===== config.mk =====
export PLATFORM = sky130hd
export DESIGN_NAME = audio_adc_receiver
export DESIGN_NICKNAME = d
export VERILOG_FILES = /design/src/rtl/audio_pkg.sv /design/src/rtl/sync_edge.sv /design/src/rtl/audio_adc_receiver.sv
export SDC_FILE = /design/constraint.sdc
export NUM_CORES = 1
export LEC_CHECK = 0
export BUFFER_PORTS_ARGS = -buffer_cell sky130_fd_sc_hd__buf_2
export CORE_MARGIN = 8
export CORE_UTILIZATION = 52
export DETAILED_ROUTE_END_ITERATION = 10
export PLACE_DENSITY_LB_ADDON = 0.1
export SYNTH_ARGS = -nofsm -noshare
export SYNTH_HDL_FRONTEND = slang
export SYNTH_HIERARCHICAL = 1
export SYNTH_SLANG_ARGS = --single-unit

===== constraint.sdc =====
create_clock -name Clk -period 2.3 [get_ports Clk]
set_input_delay 0.345 -clock Clk [delete_from_list [all_inputs] [get_ports Clk]]
set_output_delay 0.345 -clock Clk [all_outputs]
set_load 0.005 [all_outputs]

===== src/rtl/audio_pkg.sv =====
`default_nettype none
// +----------------------------------------------------------------------------+
// | Module      : audio_pkg                                                    |
// | Description : Shared constants, receiver state encoding and the mode       |
// |               helper for the codec capture path.                           |
// |               AUDIO_WIDTH  - native codec sample width                     |
// |               rx_state_t   - receiver state encoding                       |
// |               MODE_I2S/LJ  - serial alignment selectors                    |
// |               left_level() - LRCK level that marks the left channel        |
// | Revision    : 1.0 - initial release                                        |
// +----------------------------------------------------------------------------+
package audio_pkg;

    localparam int AUDIO_WIDTH = 16;

    // SKIP names the one-bit I2S delay slot.  The receiver absorbs that slot
    // on the very bclk_rise that reveals the LRCK edge, so the slot never
    // needs a state-register cycle of its own.
    typedef enum logic [1:0] {
        IDLE  = 2'd0,
        SKIP  = 2'd1,
        SHIFT = 2'd2,
        WAIT  = 2'd3
    } rx_state_t;

    localparam bit MODE_I2S = 1'b1;
    localparam bit MODE_LJ  = 1'b0;

    // I2S marks left with LRCK low; left-justified marks left with LRCK high.
    function automatic logic left_level(input bit mode);
        return (mode == MODE_I2S) ? 1'b0 : 1'b1;
    endfunction

endpackage
`default_nettype wire


===== src/rtl/sync_edge.sv =====
`default_nettype none
// +----------------------------------------------------------------------------+
// | Module      : sync_edge                                                    |
// | Description : Multi-stage synchroniser.  One input (i_edge) also gets a    |
// |               registered rising-edge detector; the i_d bus is only         |
// |               synchronised.                                                |
// |   clk    in  system clock                                                  |
// |   rst_n  in  asynchronous active-low reset                                 |
// |   i_edge in  asynchronous signal to edge-detect                            |
// |   i_d    in  asynchronous bus, plain synchronisation                       |
// |   o_d    out synchronised i_d                                              |
// |   o_rise out one-cycle pulse after a synchronised rise of i_edge           |
// | Revision    : 1.0 - initial release                                        |
// +----------------------------------------------------------------------------+
module sync_edge #(
    parameter int STAGES = 2,
    parameter int WIDTH  = 1
) (
    input  logic             clk,
    input  logic             rst_n,
    input  logic             i_edge,
    input  logic [WIDTH-1:0] i_d,
    output logic [WIDTH-1:0] o_d,
    output logic             o_rise
);

    logic [STAGES-1:0]            r_edge_sync;
    logic                         r_edge_prev;
    logic                         r_rise;
    logic [STAGES-1:0][WIDTH-1:0] r_d_sync;

    always_ff @(posedge clk or negedge rst_n) begin
        if (!rst_n) begin
            r_edge_sync <= '0;
            r_edge_prev <= 1'b0;
            r_rise      <= 1'b0;
            r_d_sync    <= '0;
        end else begin
            r_edge_sync <= {r_edge_sync[STAGES-2:0], i_edge};
            r_edge_prev <= r_edge_sync[STAGES-1];
            r_rise      <= r_edge_sync[STAGES-1] & ~r_edge_prev;
            r_d_sync[0] <= i_d;
            for (int i = 1; i < STAGES; i++) begin
                r_d_sync[i] <= r_d_sync[i-1];
            end
        end
    end

    assign o_d    = r_d_sync[STAGES-1];
    assign o_rise = r_rise;

endmodule
`default_nettype wire


===== src/rtl/audio_adc_receiver.sv =====
`default_nettype none
// +----------------------------------------------------------------------------+
// | Module      : audio_adc_receiver                                           |
// | Description : WM8731 ADC capture.  Deserialises AUD_ADCDAT into stereo     |
// |               frames and presents them on a valid/ready handshake with     |
// |               sticky overrun and a truncation pulse.                       |
// |   Clk           in  system clock                                           |
// |   Reset_n       in  asynchronous active-low reset                          |
// |   AUD_BCLK      in  codec bit clock (asynchronous)                         |
// |   AUD_ADCLRCK   in  codec ADC frame clock (asynchronous)                   |
// |   AUD_ADCDAT    in  codec serial data (asynchronous)                       |
// |   LDATA/RDATA   out left/right sample of the held frame                    |
// |   valid         out a frame is held and not yet consumed                   |
// |   ready         in  consumer takes the frame on valid && ready             |
// |   overrun       out sticky, a completed frame was dropped                  |
// |   clear_overrun in  synchronous clear of overrun                           |
// |   frame_err     out one-cycle pulse when a channel is truncated            |
// | Revision    : 1.0 - initial release                                        |
// +----------------------------------------------------------------------------+
module audio_adc_receiver
    import audio_pkg::*;
#(
    parameter int DATA_WIDTH  = AUDIO_WIDTH,
    parameter bit I2S_MODE    = MODE_I2S,
    parameter int SYNC_STAGES = 2
) (
    input  logic                  Clk,
    input  logic                  Reset_n,
    input  logic                  AUD_BCLK,
    input  logic                  AUD_ADCLRCK,
    input  logic                  AUD_ADCDAT,
    output logic [DATA_WIDTH-1:0] LDATA,
    output logic [DATA_WIDTH-1:0] RDATA,
    output logic                  valid,
    input  logic                  ready,
    output logic                  overrun,
    input  logic                  clear_overrun,
    output logic                  frame_err
);

    localparam int               CNT_W       = $clog2(DATA_WIDTH + 1);
    localparam logic [1:0]       c_ST_IDLE   = 2'(IDLE);
    localparam logic [1:0]       c_ST_SHIFT  = 2'(SHIFT);
    localparam logic [1:0]       c_ST_WAIT   = 2'(WAIT);
    localparam logic             c_LEFT_LVL  = left_level(I2S_MODE);
    localparam logic [CNT_W-1:0] c_LAST_BIT  = CNT_W'(DATA_WIDTH - 1);

    logic                  w_bclk_rise;
    logic [1:0]            w_sync;
    logic                  w_lrck;
    logic                  w_dat;
    logic                  w_lr_edge;
    logic                  w_new_is_left;
    logic [DATA_WIDTH-1:0] w_shift_next;
    logic [DATA_WIDTH-1:0] w_start_shift;
    logic [CNT_W-1:0]      w_start_cnt;
    logic                  w_complete;

    logic [1:0]            r_state;
    logic [CNT_W-1:0]      r_cnt;
    logic [DATA_WIDTH-1:0] r_shift;
    logic [DATA_WIDTH-1:0] r_left_shadow;
    logic                  r_left_ok;
    logic                  r_chan_right;
    logic                  r_lrck_prev;
    logic                  r_lr_seen;
    logic [DATA_WIDTH-1:0] r_ldata;
    logic [DATA_WIDTH-1:0] r_rdata;
    logic                  r_valid;
    logic                  r_overrun;
    logic                  r_frame_err;

    sync_edge #(
        .STAGES (SYNC_STAGES),
        .WIDTH  (2)
    ) u_sync (
        .clk    (Clk),
        .rst_n  (Reset_n),
        .i_edge (AUD_BCLK),
        .i_d    ({AUD_ADCLRCK, AUD_ADCDAT}),
        .o_d    (w_sync),
        .o_rise (w_bclk_rise)
    );

    assign w_lrck = w_sync[1];
    assign w_dat  = w_sync[0];

    // r_lr_seen suppresses a false edge against the reset value of
    // r_lrck_prev, so capture after reset waits for a genuine LRCK transition.
    assign w_lr_edge     = w_bclk_rise && r_lr_seen && (w_lrck != r_lrck_prev);
    assign w_new_is_left = (w_lrck == c_LEFT_LVL);
    assign w_shift_next  = {r_shift[DATA_WIDTH-2:0], w_dat};

    // Channel start: I2S drops the delay-slot bit seen with the LRCK edge;
    // left-justified takes that same bit as the MSB.
    always_comb begin
        w_start_shift = '0;
        w_start_cnt   = '0;
        if (I2S_MODE == MODE_LJ) begin
            w_start_shift = {{(DATA_WIDTH-1){1'b0}}, w_dat};
            w_start_cnt   = CNT_W'(1);
        end
    end

    // Right LSB arriving with a good left half completes the frame; the
    // output registers load in the same cycle from the next-shift value.
    assign w_complete = w_bclk_rise && (r_state == c_ST_SHIFT) && !w_lr_edge &&
                        (r_cnt == c_LAST_BIT) && r_chan_right && r_left_ok;

    always_ff @(posedge Clk or negedge Reset_n) begin
        if (!Reset_n) begin
            r_state       <= c_ST_IDLE;
            r_cnt         <= '0;
            r_shift       <= '0;
            r_left_shadow <= '0;
            r_left_ok     <= 1'b0;
            r_chan_right  <= 1'b0;
            r_lrck_prev   <= 1'b0;
            r_lr_seen     <= 1'b0;
            r_frame_err   <= 1'b0;
        end else begin
            r_frame_err <= 1'b0;
            if (w_bclk_rise) begin
                r_lrck_prev <= w_lrck;
                r_lr_seen   <= 1'b1;
                case (r_state)
                    c_ST_IDLE: begin
                        if (w_lr_edge && w_new_is_left) begin
                            r_chan_right <= 1'b0;
                            r_shift      <= w_start_shift;
                            r_cnt        <= w_start_cnt;
                            r_state      <= c_ST_SHIFT;
                        end
                    end
                    c_ST_SHIFT: begin
                        if (w_lr_edge) begin
                            // Truncated channel: drop it and restart on the
                            // channel LRCK now selects.
                            r_frame_err  <= 1'b1;
                            r_left_ok    <= 1'b0;
                            r_chan_right <= !w_new_is_left;
                            r_shift      <= w_start_shift;
                            r_cnt        <= w_start_cnt;
                        end else begin
                            r_shift <= w_shift_next;
                            r_cnt   <= r_cnt + 1'b1;
                            if (r_cnt == c_LAST_BIT) begin
                                r_cnt   <= '0;
                                r_state <= c_ST_WAIT;
                                if (!r_chan_right) begin
                                    r_left_shadow <= w_shift_next;
                                    r_left_ok     <= 1'b1;
                                end else begin
                                    r_left_ok     <= 1'b0;
                                end
                            end
                        end
                    end
                    c_ST_WAIT: begin
                        if (w_lr_edge) begin
                            r_chan_right <= !w_new_is_left;
                            r_shift      <= w_start_shift;
                            r_cnt        <= w_start_cnt;
                            r_state      <= c_ST_SHIFT;
                        end
                    end
                    default: r_state <= c_ST_IDLE;
                endcase
            end
        end
    end

    // Output holding register.  A frame completing while the previous one
    // is still held is dropped unless the consumer takes the old one in the
    // same cycle.
    always_ff @(posedge Clk or negedge Reset_n) begin
        if (!Reset_n) begin
            r_ldata   <= '0;
            r_rdata   <= '0;
            r_valid   <= 1'b0;
            r_overrun <= 1'b0;
        end else begin
            if (w_complete && (!r_valid || ready)) begin
                r_ldata <= r_left_shadow;
                r_rdata <= w_shift_next;
                r_valid <= 1'b1;
            end else if (r_valid && ready) begin
                r_valid <= 1'b0;
            end

            if (w_complete && r_valid && !ready) begin
                r_overrun <= 1'b1;
            end else if (clear_overrun) begin
                r_overrun <= 1'b0;
            end
        end
    end

    assign LDATA     = r_ldata;
    assign RDATA     = r_rdata;
    assign valid     = r_valid;
    assign overrun   = r_overrun;
    assign frame_err = r_frame_err;

endmodule
`default_nettype wire


==> flow_summary.yaml, run 1 <==
synthesis:
  synth_seq_cells: 85
  synth_largest_area_cell: "dfrtp_1"
  synth_edf_count: 0
  ys_warn_count: 6
  synth-compound-area-share: 0.0535
  ys_seq_area_frac: 0.631
  synth_nets: 257
  synth_top_family_by_area: "multiplexers"
  synth-simple-area-share: 0.0791
  muxShareOfSynthArea: 0.180
  netlist_area_mm2: 0.00337
  synth_ff_type: "dfrtp_1"
  synth_commonest_cells: "85 x dfrtp_1, 40 x mux2_2, 21 x inv_1, 20 x o21ai_0, 19 x nand4_1"
  synth.distinct_cells: 38
  yosys.area_share.adder: 0.00371
  synth.top_cell.area_share: 0.631
  syn_inst: 249
  synth_xor_area_frac: 0.00260
  yosysMostFrequentCell: "dfrtp_1"
  async_flop_share: 1.00
  synth_area_leaders: "dfrtp_1 63%, mux2_2 13%, mux2_4 4.0%, nand4_1 3.5%, o21ai_0 3.0%"
  syn_area_per_cell_um2: 13.5
setup_path:
  cp_cell_sequence: "ha_1, nand3_1, or3_1, or3_1, buf_4, mux2_4"
  critPathTopFamily: "simple AND/OR/NAND/NOR gates"
  worst_r2r_path_depth: 6
  cpPeakStageDelay_ns: 0.39
  critPathMaxFanout: 9
  path_depth: 6
  worst_path_most_repeated_cell: "or3_1"
  critPathRequiredTime_ns: 2.54
  cp.arrival_ns: 2.33
  cp-end-kind: "flip-flop"
  slowest_stage: "dfrtp_1"
  critical_path_class: "flip-flop to flip-flop"
  path_buf_inv: 1
  critPathLaunchType: "flip-flop"
sta:
  fin_crit_sh: 0.911
  hold_viol_final: 0
  rsz0062_at_grt: "false"
  layout_min_cycle_time_ns: 2.09
  fin_worst_skew_ns: 0.00876
  maxSlewViolCount: 0
  clock.fmax_mhz: 477
  holdWs_ns: 0.0986
  tns_ns: 0
  worstMarginPinSlew_ns: 0.565
  relSlewSlack: 0.624
  setup_viol: 0
grt:
  grt_pass1_vias: 2085
  grt_pass1_wl_um: 10500
  grt_max_degree: 45
  grt_usage: 0.147
  grt_antenna_before_repair: 0
  grt_overflow_total: 0
clock_network:
  htree_levels: 3
  clk_pin_slew_ns: 0.08
  postCtsResizedCells: 0
  tritoncts: "built"
  numCtsBuffers: 9
  cts.sink_count: 85
  cts_root_buf: "clkbuf_8"
  clock_latency_ns: 0.35
  cts_buffer_depth: 2
finish:
  area_growth_pct: 15.8
  final_nets: 305
  drive_gt1_frac: 0.399
  antenna_cells: 0
  postLayoutCellArea_mm2: 0.00390
detailed_routing:
  highest_layer: "met4"
  wl_per_cell_um: 15.8
  route.met3.wl_um: 281
  postRouteAntennaNets: 0
  via_count: 2034
  drt-total-wl_um: 5990
  m1WireLength_um: 2800
  dr.first_iter.drc_count: 64
  first_pass_iters: 4
  via_per_inst: 5.38
  wl_met2_um: 2770
  drc: 0
place:
  dpl-instance-area_mm2: 0.00369
  hpwl_um: 4010
  place_congestion: 0.862
  port_buffers: 41
pwr:
  power_mw: 3.18
  leakage_nw: 2.02
  pwr_density_cell_mw_per_mm2: 814
  peakVddDrop_mv: 0.521
min_path:
  hold_class: "input port to flip-flop"
  holdPathStages: 1
die:
  core_area_mm2: 0.00631
  dieArea_mm2: 0.00931
  die_h_um: 96.5
  die_w_um: 96.5
  ios: 42
  initial_core_util: 0.534
  rows: 29
job:
  cap_violations: 0
status:
  status: "completed"
==> metal layers <==
layer / global-route usage / vias to the layer above
met2: 0.218 / 41
met3: 0.0363 / 11
met5: 0 / -
met4: 0.0870 / 0
met1: 0.192 / 1013
li1: - / 969
==> power breakdown <==
group          switching [mW]  total [mW]  internal (mW)
combinational           0.248       0.413          0.165
clock                   0.495        1.05          0.558
sequential              0.109        1.71           1.60
total                   0.852        3.18           2.32
==> cell families after synthesis <==
family / Yosys count
fa+ha+maj: 1
xor+xnor: 1
simple gates: 43
buf+inv: 37
flops: 85
mux: 51
compound gates: 31
==> state kept, by name, summed over array words and instances (netlist names) <==
| register | count |
|---|---|
| r_left_ok | 1 |
| r_shift | 15 |
| u_sync/r_edge_prev | 1 |
| u_sync/r_edge_sync | 2 |
| r_state | 2 |
| valid | 1 |
| u_sync/o_d | 2 |
| r_chan_right | 1 |
| u_sync/r_d_sync | 2 |
| frame_err | 1 |
| overrun | 1 |
| u_sync/o_rise | 1 |
| r_left_shadow | 16 |
| r_lrck_prev | 1 |
| r_lr_seen | 1 |
| RDATA | 16 |
| r_cnt | 5 |
| LDATA | 16 |
==> worst register-to-register path, stage by stage (launching register included) <==
cell and delay (ns):
dfrtp_1 0.39, ha_1 0.21, nand3_1 0.13, or3_1 0.38, or3_1 0.37, buf_4 0.21, mux2_4 0.31
==> final cells by class <==
type / count / area, um^2
repair buffers: 52 / 318
fillers: 532 / 2410
clock inverters: 3 / 43.8
multi-input cells: 127 / 1080
clock buffers: 12 / 155
inverters: 22 / 82.6
flip-flops and latches: 85 / 2130
well taps: 77 / 96.3
==> cell usage in the layout (no fill, tap or decap), types with 2 or more instances in the layout <==
cell type and instances:
dfrtp_1 85, mux2_2 40, buf_2 40, inv_1 21
o21ai_0 20, nand4_1 19, clkbuf_8 11, mux2_4 9
buf_4 9, nand3_1 5, nand2b_1 3, nand2_1 3
or3_1 2, a31oi_1 2, or2_2 2, and3_1 2
buf_12 2
==> stage by stage <==
step,instances,setup slack (ns),utilization
finish,378,0.205,0.618
global placement,362,0.252,0.585
detailed placement,362,0.211,0.585
floorplan,249,0.288,-
global route,378,0.120,0.618
CTS,378,0.207,0.618
==> worst paths after layout <==
path / start / to / slack, ns
hold / removal: AUD_ADCLRCK / u_sync/r_d_sync[1] / 0.1
hold reg to reg: u_sync/r_d_sync[0] / u_sync/o_d[0] / 0.35
setup reg to reg: r_cnt[0] / r_left_shadow[11] / 0.21
setup / recovery: r_cnt[0] / r_left_shadow[11] / 0.21
min in group asynchronous: Reset_n / LDATA[8] / 0.53
max in group asynchronous: Reset_n / r_cnt[1] / 1.14
==> what timing repair did <==
action,CTS,global route
buffers inserted,0,0
hold buffers,1,0
endpoints found under the hold margin,1,0
Note: power is estimated with default switching activity, not from simulation.
==> run 2: changes to the inputs <==
CELL_PAD_IN_SITES_DETAIL_PLACEMENT = 0   (was unset)
CELL_PAD_IN_SITES_GLOBAL_PLACEMENT = 1   (was unset)
CORE_UTILIZATION = 47   (was 52)
==> run 2 against run 1 <==
The flow now finishes with violations (negative hold slack). Critical path depth unchanged. Via count decreased by 0.20%. Wire length fell by 0.60%. Worst setup slack better by 0.0065 ns. Clock power rose by 8%. Sequential cell count unchanged. Power rose by 2.5%. Sequential power hardly changed. Maximum frequency is 0.31% higher. Die area increased by 8.8%.
==> flow_summary.yaml, run 2 (same netlist as run 1, synthesis figures left out) <==
status:
  status: "complete, but fails checks"
  violations: "negative hold slack"
finish:
  drive_gt1_frac: 0.397
  final_cell_mix: "85 x dfrtp_1, 40 x mux2_2, 40 x buf_2"
  fin_cells: 399
  antenna_cells: 0
  area_growth_pct: 16.6
  final_nets: 303
  layout_commonest_cell: "dfrtp_1"
clock_network:
  cts_root_buf: "clkbuf_8"
  cts.sink_count: 85
  clock_latency_ns: 0.35
  numCtsBuffers: 9
  post-cts-setup-buffers: 0
  tritoncts: "built"
  clk_pin_slew_ns: 0.08
  cts-hold-fix-buffers: 0
  htree_levels: 3
  cts_buffer_depth: 2
  postCtsResizedCells: 0
grt:
  grt_antenna_before_repair: 0
  grt_pass1_wl_um: 10200
  top_usage_layer: "met2"
  grt_overflow_total: 0
  grtUsageMet2: 0.195
  grt.met3_usage: 0.0276
  grt_use_met1: 0.169
  grt_pass1_vias: 2039
  grt_max_degree: 86
  grt_usage: 0.130
detailed_routing:
  postRouteAntennaNets: 0
  first_pass_iters: 4
  via_count: 2030
  via_per_inst: 5.09
  drc: 0
  drt-total-wl_um: 5950
  wl_per_cell_um: 14.9
  dr.first_iter.drc_count: 56
setup_path:
  worstReg2RegStart: "r_cnt[0]"
  critPathRequiredTime_ns: 2.53
  cp-end-kind: "flip-flop"
  cp_cell_sequence: "ha_1, nand3_1, or3_1, or3_1, buf_4, mux2_4"
  critical_path_class: "flip-flop to flip-flop"
  rrSetupSlack_ns: 0.21
  cp.arrival_ns: 2.32
  worst_r2r_path_depth: 6
  cpPeakStageDelay_ns: 0.38
  reg2reg_to: "r_left_shadow[7]"
  worst_path_most_repeated_cell: "or3_1"
  critPathMaxFanout: 8
  critPathLaunchType: "flip-flop"
  slowest_stage: "dfrtp_1"
  worstSetupStartpoint: "r_cnt[0]"
sta:
  clock.fmax_mhz: 479
  relSlewSlack: 0.619
  worstMarginPinSlew_ns: 0.571
  holdWs_ns: -0.000166
  maxSlewViolCount: 0
  fin_crit_sh: 0.908
  setup_viol: 0
  rsz0062_at_grt: "false"
  tns_ns: 0
  fin_worst_skew_ns: 0.00968
  hold_viol_final: 1
  layout_min_cycle_time_ns: 2.09
place:
  port_buffers: 41
  place_congestion: 0.767
  hpwl_um: 3920
  numPlacedInstances: 383
pwr:
  leakage_nw: 2.00
  power_mw: 3.26
  peakVddDrop_mv: 0.391
  pwr_density_cell_mw_per_mm2: 829
die:
  initial_core_util: 0.475
  dieArea_mm2: 0.0101
  rows: 31
  die_h_um: 101
  core_area_mm2: 0.00710
  ios: 42
  die_w_um: 101
job:
  cap_violations: 0
min_path:
  hold_class: "input port to asynchronous set/reset pin"
==> run 2: changes by cell type in the layout (fill, tap and decap cells not counted), sizes merged <==
cell / previous run / this run
clkinvlp: 0 / 2
buf: 51 / 50
dlygate4sd3: 1 / 0
clkinv: 1 / 0
bufinv: 1 / 2
clkbuf: 12 / 11
==> run 2: worst max path at each step <==
| stage | to | slack (ns) | cells past startpoint |
|---|---|---|---|
| floorplan | r_left_shadow[10] | 0.29 | 7 |
| detailed placement | r_left_shadow[7] | 0.22 | 6 |
| CTS | r_left_shadow[7] | 0.20 | 6 |
| global placement | r_left_shadow[9] | 0.25 | 6 |
| finish | r_left_shadow[7] | 0.21 | 6 |
| global route | r_left_shadow[7] | 0.11 | 6 |
==> run 2: stage by stage <==
step	utilization	area, um^2	hold WS, ns	worst slack [ns]
6_report	0.554	3930	-0.000166	0.212
5_1_grt	0.554	3930	0.0380	0.114
4_1_cts	0.554	3930	0.0265	0.198
3_5_place_dp	0.523	3710	0.336	0.217
3_3_place_gp	0.523	3710	0.334	0.254
2_1_floorplan	-	3370	0.0494	0.288
==> run 2: worst max-delay path, delay by kind of cell (launching register included) <==
family,cells,cell delay [ns]
mux,1,0.30
buf+inv,1,0.20
simple gates,3,0.87
fa+ha+maj,1,0.20
flops,1,0.38
==> run 2: per-layer routing <==
metal / vias up / share of wire
met1: 1021 / 0.49
met3: 9 / 0.038
met5: - / 0
met2: 31 / 0.46
li1: 969 / -
met4: 0 / 0.018
==> run 2: area by class of cell <==
class,count,area [um^2]
Inverter,22,82.6
Fill cell,635,3170
Timing Repair Buffer,50,300
Multi-Input combinational cell,127,1080
Tap cell,99,124
Clock inverter,5,83.8
Clock buffer,11,131
Sequential cell,85,2130
==> run 2: where the power goes <==
part | total, mW | leakage, nW | internal, mW | switching [mW]
combinational | 0.415 | 0.767 | 0.161 | 0.254
sequential | 1.71 | 1.14 | 1.60 | 0.108
clock | 1.13 | 0.100 | 0.616 | 0.516
total | 3.26 | 2.00 | 2.38 | 0.879
==> run 3: changes to the inputs <==
GPL_TIMING_DRIVEN = 0   (was unset)
==> run 3 against run 2 <==
The flow now finishes without violations. Maximum frequency shrank 5.3%. Die area is the same. Design area grew 0.41%. Power shrank 3.5%. Critical path type unchanged. Largest power group unchanged. Highest routed layer unchanged.
==> flow_summary.yaml, run 3 (same netlist as run 1, synthesis figures left out) <==
detailed_routing:
  drt-total-wl_um: 6160
  via_per_inst: 5.07
  postRouteAntennaNets: 0
  dr.first_iter.drc_count: 71
  via_count: 2057
  first_pass_iters: 4
  drc: 0
  wl_per_cell_um: 15.2
sta:
  hold_viol_final: 0
  tns_ns: 0
  rsz0062_at_grt: "false"
  fin_worst_skew_ns: 0.0108
  clock.fmax_mhz: 453
  relSlewSlack: 0.646
  layout_min_cycle_time_ns: 2.21
  setup_viol: 0
  setup_slack_ns: 0.0940
  worstMarginPinSlew_ns: 0.531
  fin_crit_sh: 0.959
  maxSlewViolCount: 0
clock_network:
  cts.sink_count: 85
  post-cts-setup-buffers: 0
  htree_levels: 3
  clock_latency_ns: 0.35
  numCtsBuffers: 9
  cts_root_buf: "clkbuf_8"
  cts_buffer_depth: 2
  tritoncts: "built"
  clk_pin_slew_ns: 0.08
finish:
  area_growth_pct: 17.1
  final_nets: 311
  final_cell_mix: "85 x dfrtp_1, 40 x mux2_2, 40 x buf_2"
  antenna_cells: 0
  postLayoutCellArea_mm2: 0.00395
  layout_commonest_cell: "dfrtp_1"
  fin_cells: 406
  drive_gt1_frac: 0.391
  nFillCells: 618
grt:
  grt_overflow_total: 0
  grt_pass1_wl_um: 10600
  grt_max_degree: 52
  grt_pass1_vias: 2096
  grt_usage: 0.135
  grt_antenna_before_repair: 0
setup_path:
  critPathMaxFanout: 10
  critPathLaunchType: "flip-flop"
  rrSetupSlack_ns: 0.09
  cp.arrival_ns: 2.44
  critical_path_class: "flip-flop to flip-flop"
  worst_r2r_path_depth: 7
  reg2reg_to: "r_left_shadow[14]"
  slowest_stage: "dfrtp_1"
  critPathRequiredTime_ns: 2.53
  cp_cell_sequence: "ha_2, nand3_1, or3_1, or3_1, buf_6, buf_6, mux2_4"
  cp-end-kind: "flip-flop"
  worstReg2RegStart: "r_cnt[0]"
  path_buf_inv: 2
  cpPeakStageDelay_ns: 0.39
  critPathTopFamily: "simple AND/OR/NAND/NOR gates"
place:
  numPlacedInstances: 390
  dpl_worst_slack_ns: -0.0900
  place_congestion: 0.812
  hpwl_um: 4240
  dpl-instance-area_mm2: 0.00373
  port_buffers: 41
min_path:
  hold_class: "input port to flip-flop"
  min_to: "u_sync/r_d_sync[0]"
  min-delay-start: "AUD_ADCDAT"
  holdPathStages: 1
die:
  core_area_mm2: 0.00710
  rows: 31
  initial_core_util: 0.475
  die_w_um: 101
  dieArea_mm2: 0.0101
  ios: 42
  die_h_um: 101
pwr:
  leakage_nw: 2.02
  pwr_density_cell_mw_per_mm2: 796
  peakVddDrop_mv: 0.374
status:
  status: "completed"
job:
  cap_violations: 0
-- run 3: changes by cell type in the layout (fill, tap and decap cells not counted), moves of 2 or more --
cell,change
buf_12,-2
buf_4,-2
buf_6,+2
clkbuf_1,+6
clkinv_2,+2
clkinvlp_4,-2
-- run 3: through the flow --
step | hold WS [ns] | util | power (mW)
detailed placement | 0.327 | 0.525 | 2.15
floorplan | 0.0494 | - | 1.99
global placement | 0.331 | 0.521 | 2.14
global route | 0.0723 | 0.556 | 3.32
CTS | 0.0831 | 0.555 | 3.18
finish | 0.0962 | 0.556 | 3.14
-- run 3: worst max-delay path by stage --
stage | start | to | slack (ns) | depth (start not counted)
4_1_cts | r_cnt[0] | LDATA[5] | 0.03 | 6
2_1_floorplan | r_cnt[0] | r_left_shadow[10] | 0.29 | 7
5_1_grt | r_cnt[0] | r_left_shadow[7] | 0.009 | 7
3_3_place_gp | r_cnt[0] | LDATA[13] | -0.01 | 6
6_report | r_cnt[0] | r_left_shadow[14] | 0.09 | 7
3_5_place_dp | r_cnt[0] | LDATA[15] | -0.09 | 6
-- run 3: cell type report --
class	instances	area (um^2)	share of cell area
timing repair buffer	43	245	0.0621
clock buffer	11	141	0.0358
buffer	15	93.8	0.0238
inverter	22	82.6	0.0209
sequential	85	2130	0.539
multi-input combinational	127	1080	0.275
tap	99	124	0.0314
clock inverter	4	48.8	0.0124
-- run 3: per-layer routing --
| metal | vias up | wire [um] | global-route usage |
|---|---|---|---|
| li1 | 977 | - | - |
| met1 | 1041 | 2850 | 0.169 |
| met2 | 33 | 2950 | 0.210 |
| met3 | 6 | 299 | 0.0449 |
| met4 | 0 | 68 | 0.0523 |
| met5 | - | 0 | 0 |
-- run 3: what timing repair did --
action                                  4_1_cts  5_1_grt
pin swaps                                     0        1
hold endpoints to repair                     34        0
gates resized for setup                       3        2
endpoints found under the setup margin       30       21
hold buffers                                  1        0
gates cloned                                  0        0
-- run 3: where the power goes --
| part | switching [mW] | internal [mW] | total [mW] |
|---|---|---|---|
| clock | 0.497 | 0.524 | 1.02 |
| combinational | 0.254 | 0.160 | 0.414 |
| sequential | 0.106 | 1.60 | 1.71 |
| total | 0.857 | 2.29 | 3.14 |
